## src/rtl/simon_pkg.sv

```systemverilog
// SIMON key-schedule constants: z sequences, round counts and z selection per (n,m) pair.
package simon_pkg;

  typedef enum logic {
    ST_IDLE = 1'b0,
    ST_EMIT = 1'b1
  } ks_state_e;

  // The sequences are written in element order (element 0 leftmost); rev62 puts element i at bit i.
  function automatic logic [61:0] rev62(input logic [61:0] s);
    logic [61:0] r;
    for (int i = 0; i < 62; i++) r[i] = s[61-i];
    return r;
  endfunction

  localparam logic [61:0] Z0 = rev62(62'b11111010001001010110000111001101111101000100101011000011100110);
  localparam logic [61:0] Z1 = rev62(62'b10001110111110010011000010110101000111011111001001100001011010);
  localparam logic [61:0] Z2 = rev62(62'b10101111011100000011010010011000101000010001111110010110110011);
  localparam logic [61:0] Z3 = rev62(62'b11011011101011000110010111100000010010001010011100110100001111);
  localparam logic [61:0] Z4 = rev62(62'b11010001111001101011011000100000010111000011001010010011101111);

  // Zero marks an (n,m) pair outside the SIMON family.
  function automatic int simon_rounds(input int n, input int m);
    if (n == 16 && m == 4) return 32;
    if (n == 24 && m == 3) return 36;
    if (n == 24 && m == 4) return 36;
    if (n == 32 && m == 3) return 42;
    if (n == 32 && m == 4) return 44;
    if (n == 48 && m == 2) return 52;
    if (n == 48 && m == 3) return 54;
    if (n == 64 && m == 2) return 68;
    if (n == 64 && m == 3) return 69;
    if (n == 64 && m == 4) return 72;
    return 0;
  endfunction

  function automatic int simon_zsel(input int n, input int m);
    if (n == 16 && m == 4) return 0;
    if (n == 24 && m == 3) return 0;
    if (n == 24 && m == 4) return 1;
    if (n == 32 && m == 3) return 2;
    if (n == 32 && m == 4) return 3;
    if (n == 48 && m == 2) return 2;
    if (n == 48 && m == 3) return 3;
    if (n == 64 && m == 2) return 2;
    if (n == 64 && m == 3) return 3;
    return 4;
  endfunction

  function automatic bit simon_legal(input int n, input int m);
    return simon_rounds(n, m) != 0;
  endfunction

  function automatic logic [61:0] simon_zseq(input int sel);
    case (sel)
      0:       return Z0;
      1:       return Z1;
      2:       return Z2;
      3:       return Z3;
      default: return Z4;
    endcase
  endfunction

endpackage

```

## src/rtl/simon_ks_step.sv

```systemverilog
// Combinational SIMON key-schedule word update over an m-word window; the same
// expression yields k[i+m] from k[i] and, with the window mirrored, k[i] from k[i+m].
module simon_ks_step #(
  parameter int WORD_W    = 16,
  parameter int KEY_WORDS = 4
) (
  input  logic [KEY_WORDS-1:0][WORD_W-1:0] win_i,
`ifdef SIMON_KS_REVERSE_EN
  input  logic                             rev_i,
`endif
  input  logic                             z_bit_i,
  output logic [WORD_W-1:0]                word_o
);

  logic [WORD_W-1:0] x, a, b, t;

  always_comb begin
    // x: word being replaced; a: k[i+m-1]; b: k[i+1]
    x = win_i[0];
    a = win_i[KEY_WORDS-1];
    b = win_i[1];
`ifdef SIMON_KS_REVERSE_EN
    if (rev_i) begin
      x = win_i[KEY_WORDS-1];
      a = win_i[KEY_WORDS-2];
      b = win_i[0];
    end
`endif
    t = {a[2:0], a[WORD_W-1:3]};
    if (KEY_WORDS == 4) t = t ^ b;
    word_o = ~x ^ t ^ {t[0], t[WORD_W-1:1]} ^ WORD_W'(z_bit_i) ^ WORD_W'(3);
  end

endmodule

```

## src/rtl/simon_key_expander.sv

```systemverilog
// Sequential SIMON round-key generator streaming k[0..T-1] over valid/ready, one key per transfer.
// Defining SIMON_KS_REVERSE_EN adds a dir input that streams k[T-1..0] from the last m keys.
module simon_key_expander
  import simon_pkg::*;
#(
  parameter int  WORD_W    = 16,
  parameter int  KEY_WORDS = 4,
  localparam int ROUNDS    = simon_rounds(WORD_W, KEY_WORDS),
  localparam int Z_SEL     = simon_zsel(WORD_W, KEY_WORDS),
  localparam int IDX_W     = (ROUNDS < 2) ? 1 : $clog2(ROUNDS)
) (
  input  logic                        clk,
  input  logic                        rst_n,
  input  logic                        start,
  input  logic [WORD_W*KEY_WORDS-1:0] key_in,
`ifdef SIMON_KS_REVERSE_EN
  input  logic                        dir,
`endif
  output logic                        rk_valid,
  input  logic                        rk_ready,
  output logic [WORD_W-1:0]           rk,
  output logic [IDX_W-1:0]            rk_idx,
  output logic                        busy,
  output logic                        done
);

  if (!simon_legal(WORD_W, KEY_WORDS)) begin : g_bad_cfg
    $error("simon_key_expander: illegal pair WORD_W=%0d KEY_WORDS=%0d", WORD_W, KEY_WORDS);
  end

  localparam logic [61:0]      Z_SEQ    = simon_zseq(Z_SEL);
  localparam logic [IDX_W-1:0] LAST_IDX = IDX_W'(ROUNDS - 1);
  // Descending streams first need z[(T-1-m) mod 62] for the word below the window.
  localparam logic [5:0]       ZC_REV0  = 6'((ROUNDS - 1 - KEY_WORDS) % 62);

  ks_state_e                         state_q, state_d;
  logic [KEY_WORDS-1:0][WORD_W-1:0]  win_q, win_d;
  logic [IDX_W-1:0]                  idx_q, idx_d;
  logic [5:0]                        zc_q, zc_d;
  logic [WORD_W-1:0]                 new_word;
  logic [IDX_W-1:0]                  final_idx;
  logic                              z_bit;
  logic                              rev;

`ifdef SIMON_KS_REVERSE_EN
  logic dir_q, dir_d;
  assign rev = dir_q;
`else
  assign rev = 1'b0;
`endif

  assign z_bit     = Z_SEQ[zc_q];
  assign final_idx = rev ? '0 : LAST_IDX;

  simon_ks_step #(
    .WORD_W    (WORD_W),
    .KEY_WORDS (KEY_WORDS)
  ) u_step (
    .win_i   (win_q),
`ifdef SIMON_KS_REVERSE_EN
    .rev_i   (dir_q),
`endif
    .z_bit_i (z_bit),
    .word_o  (new_word)
  );

  always_comb begin
    state_d = state_q;
    win_d   = win_q;
    idx_d   = idx_q;
    zc_d    = zc_q;
    done    = 1'b0;
`ifdef SIMON_KS_REVERSE_EN
    dir_d   = dir_q;
`endif
    case (state_q)
      ST_IDLE: begin
        if (start) begin
          state_d = ST_EMIT;
          win_d   = key_in;
          idx_d   = '0;
          zc_d    = '0;
`ifdef SIMON_KS_REVERSE_EN
          dir_d   = dir;
          if (dir) begin
            idx_d = LAST_IDX;
            zc_d  = ZC_REV0;
          end
`endif
        end
      end
      ST_EMIT: begin
        if (rk_ready) begin
          if (idx_q == final_idx) begin
            done    = 1'b1;
            state_d = ST_IDLE;
          end else if (rev) begin
            win_d = {win_q[KEY_WORDS-2:0], new_word};
            idx_d = idx_q - 1'b1;
            zc_d  = (zc_q == 6'd0) ? 6'd61 : zc_q - 6'd1;
          end else begin
            win_d = {new_word, win_q[KEY_WORDS-1:1]};
            idx_d = idx_q + 1'b1;
            zc_d  = (zc_q == 6'd61) ? 6'd0 : zc_q + 6'd1;
          end
        end
      end
      default: state_d = ST_IDLE;
    endcase
  end

  always_ff @(posedge clk or negedge rst_n) begin
    if (!rst_n) begin
      state_q <= ST_IDLE;
      win_q   <= '0;
      idx_q   <= '0;
      zc_q    <= '0;
`ifdef SIMON_KS_REVERSE_EN
      dir_q   <= 1'b0;
`endif
    end else begin
      state_q <= state_d;
      win_q   <= win_d;
      idx_q   <= idx_d;
      zc_q    <= zc_d;
`ifdef SIMON_KS_REVERSE_EN
      dir_q   <= dir_d;
`endif
    end
  end

  assign rk_valid = (state_q == ST_EMIT);
  assign busy     = (state_q == ST_EMIT);
  assign rk       = rev ? win_q[KEY_WORDS-1] : win_q[0];
  assign rk_idx   = idx_q;

endmodule

```

## config.mk

```make
export PLATFORM = sky130hd
export DESIGN_NAME = simon_key_expander
export DESIGN_NICKNAME = d
export VERILOG_FILES = /design/src/rtl/simon_pkg.sv /design/src/rtl/simon_ks_step.sv /design/src/rtl/simon_key_expander.sv
export SDC_FILE = /design/constraint.sdc
export NUM_CORES = 1
export LEC_CHECK = 0
export CORE_MARGIN = 1.5
export CORE_UTILIZATION = 50
export CTS_BUF_LIST = sky130_fd_sc_hd__clkbuf_4 sky130_fd_sc_hd__clkbuf_8 sky130_fd_sc_hd__clkbuf_16
export DETAILED_ROUTE_END_ITERATION = 6
export PLACE_DENSITY = 0.9
export SETUP_SLACK_MARGIN = 0.15
export SKIP_CTS_REPAIR_TIMING = 1
export SYNTH_ARGS = -nofsm -noshare
export SYNTH_HDL_FRONTEND = slang
export SYNTH_SLANG_ARGS = --single-unit
```

## constraint.sdc

```tcl
create_clock -name clk -period 2.7 [get_ports clk]
set_input_delay 0.27 -clock clk [delete_from_list [all_inputs] [get_ports clk]]
set_output_delay 0.27 -clock clk [all_outputs]
set_load 0.01 [all_outputs]
```

==> impl_metrics.tcl, run 1 <==
set metrics [dict create \
    status "completed" \
    syn_area_per_cell_um2 9.56 \
    synthesis.area_um2 3960 \
    hold_path_class "in -> async" \
    wl_um 9390 \
    overflow 0 \
    r2r-end "rk[15]" \
    drtIter0Drc 287 \
    routedWlPerCell_um 16.0 \
    clock_latency_ps 350 \
    nets 554 \
    pwr-share-comb 0.432 \
    p_int_w 0.00343 \
    fin_skew_ps 8.72 \
    clockRootBuffer "clkbuf_8" \
    grt_max_degree 77 \
    coreArea_um2 7690 \
    ios 92 \
    fill_cells 605 \
    cts_sinks 76 \
    antenna_cells 0 \
    area_growth_pct 27.7 \
    cp.arrival_ps 2100 \
    yosysSeqAreaShare 0.481 \
    clk_pin_slew_ps 80 \
    power_density_nw_per_um2 1070 \
    power_frac_clock 0.185 \
    critPathLaunchType "flip-flop" \
    hold_viol_final 0 \
    finalSetupViolCount 0 \
    num_rows 32 \
    ir_worst_vdd_mv 0.554 \
    tightestPinTransition_ps 938 \
    antenna_found_initial 0 \
    grt_pass1_wl_um 15300 \
    drc_errors 0 \
    numCtsBuffers 9 \
    reg2reg_depth 7 \
    start_util 0.515 \
    cp-startpoint "rk_idx[0]" \
    dieWidth_um 92.0 \
    rr_startpoint "rk_idx[0]" \
    cp-end-kind "primary output" \
    use_met1 0.307 \
    max_freq_mhz 421 \
    setup-tns-final_ps 0 \
    seqPwrFrac 0.383 \
    layout-drive-gt1-share 0.0579 \
    netSwitchingPower_w 0.00198 \
    via_per_inst 5.55 \
    syn-num-nets 489 \
    endpoint "done" \
    slew_headroom 0.375 \
    synth_seq_cells 76 \
    place_ws_ps 611 \
    p_leak_nw 2.22 \
    ant_nets 0 \
    hpwl_um 6470 \
    yosysWarnings 0 \
    synthCells 414 \
    worstPathMaxFanout 5 \
    hold_slack_ps 55.5 \
    synthDistinctLibCells 34 \
    reg2reg_setup_slack_ps 560 \
    switching_share 0.366 \
    cts_max_level 3 \
    synthTopCellsByArea "dfrtp_1, a22oi_1, xnor2_1, nand2_1, buf_4" \
    die_area_um2 8460 \
    synth_top_area_cell "dfrtp_1" \
    dr_total_vias 3255 \
    gr-usage-all-layers 0.233 \
    yosysTopAreaCellShare 0.481 \
    gr-usage-met2 0.374 \
    grt_use_met3 0.0647 \
    min_period_ps 2370 \
    cts_tree "built" \
    port_buffers 91 \
    dieHeight_um 92.0 \
    rsz0062_at_grt "false" \
    drv_cap 0 \
    cp.required_ps 2430 \
    timing.final.crit_share 0.879 \
    first_global_vias 3108 \
    slew_violations 0 \
    top_usage_layer "met2" \
    first_pass_iters 5 \
    fin_ws_ps 325 \
    crit_type "reg -> out" \
    cts_max_path_buffers 2 \
    place_congestion 0.804 \
]
[synthesized netlist by cell type (all sizes together)]
master / n
nand2b: 1
and3: 2
nor2b: 2
xnor2: 48
nor2: 10
mux4: 1
nand2: 106
o311ai: 1
buf: 22
inv: 4
o31ai: 2
a311o: 1
dfrtp: 76
nand4: 4
mux2: 1
clkbuf: 20
xor2: 6
ha: 7
a211o: 1
a21oi: 2
nor4b: 1
or3b: 1
a21boi: 1
or2: 1
o21ai: 25
o22ai: 1
a22oi: 63
nand3: 4
[metrics by stage]
| step | utilization | total power, W | cells | area, um^2 |
|---|---|---|---|---|
| floorplan | - | 0.00378 | 414 | 3960 |
| global placement | 0.627 | 0.00425 | 570 | 4820 |
| detailed placement | 0.627 | 0.00439 | 570 | 4820 |
| CTS | 0.658 | 0.00542 | 586 | 5050 |
| global route | 0.658 | 0.00575 | 586 | 5050 |
| finish | 0.658 | 0.00540 | 586 | 5050 |
[worst min path at each step]
stage	end	slack, ps	depth (start not counted)	startpoint
after floorplan	busy	-30	0	rst_n
after global placement	win_q[46]	460	2	win_q[46]
after detailed placement	win_q[46]	460	2	win_q[46]
after CTS	busy	90	1	rst_n
after global routing	busy	130	1	rst_n
final	busy	60	1	rst_n
[layout by cell type (no fill, tap or decap)]
master           instances
a311o_1                  1
mux4_2                   1
ha_1                     7
o21ai_1                  1
and3_1                   2
a211o_1                  1
clkdlybuf4s50_1         90
inv_1                    4
a22oi_1                 63
o31ai_1                  2
bufinv_16                2
buf_12                   1
o21ai_0                 24
nand3_1                  4
mux2_2                   1
a21oi_1                  2
clkbuf_8                11
a21boi_0                 1
nand2b_1                 1
o22ai_1                  1
nor2b_1                  1
nand4_1                  4
or2_2                    1
clkinvlp_4               2
xnor2_1                 48
nor2_4                   2
buf_4                    5
or3b_1                   1
nor2_1                   8
nand2_1                106
o311ai_1                 1
dfrtp_1                 76
nor4b_1                  1
clkinv_4                 1
nor2b_4                  1
xor2_1                   6
[worst max-delay path: stages (launching register included)]
cell and delay, ps:
dfrtp_1 430, ha_1 190, and3_1 150, ha_1 240
and3_1 210, clkdlybuf4s50_1 540
[routing by layer]
metal  up-vias  routed length (um)
met2       121                4680
met1      1590                3970
met3        11                 606
li1       1533                   -
met4         0                 135
met5         -                   0
[flip-flops by register name, indices dropped and copies added (netlist names)]
| name | count |
|---|---|
| rk | 16 |
| win_q | 48 |
| rk_idx | 5 |
| busy | 1 |
| zc_q | 6 |
[kinds of logic (layout without fill, tap and decap cells)]
group | after synthesis | in the layout | share of synthesized area
muxes | 2 | 2 | 0.00854
AOI/OAI and AO/OA | 97 | 97 | 0.168
xor gates and xnor gates | 54 | 54 | 0.120
buffers and inverters | 46 | 116 | 0.0654
and+or+nand+nor | 132 | 132 | 0.136
adders and majority gates | 7 | 7 | 0.0221
DFF | 76 | 76 | 0.481
[area by class of cell]
cell class | count | area, um^2 | area share
tap | 102 | 128 | 0.0252
multi-input combinational | 292 | 1820 | 0.359
clock buffer | 11 | 151 | 0.0300
timing repair buffer | 96 | 958 | 0.190
inverter | 4 | 15.0 | 0.00297
sequential | 76 | 1900 | 0.376
clock inverter | 5 | 83.8 | 0.0166
[power groups by stage]
stage | combinational (W) | clock (W) | sequential, W
after floorplan | 0.00187 | 0 | 0.00191
final | 0.00233 | 0.000999 | 0.00207
after global routing | 0.00256 | 0.00106 | 0.00213
after global placement | 0.00220 | 0 | 0.00204
after detailed placement | 0.00232 | 0 | 0.00207
after CTS | 0.00235 | 0.00101 | 0.00206
Power figures use the tool's default switching activity.
==> run 2: changes to the inputs <==
Settings changed: CTS_BUF_LIST sky130_fd_sc_hd__clkbuf_4 sky130_fd_sc_hd__clkbuf_8 sky130_fd_sc_hd__clkbuf_16 to sky130_fd_sc_hd__clkbuf_8 sky130_fd_sc_hd__clkbuf_16, SKIP_CTS_REPAIR_TIMING 1 to unset.
==> results of run 2 <==
The final DEF is identical to that of run 1; final timing and power are the same.
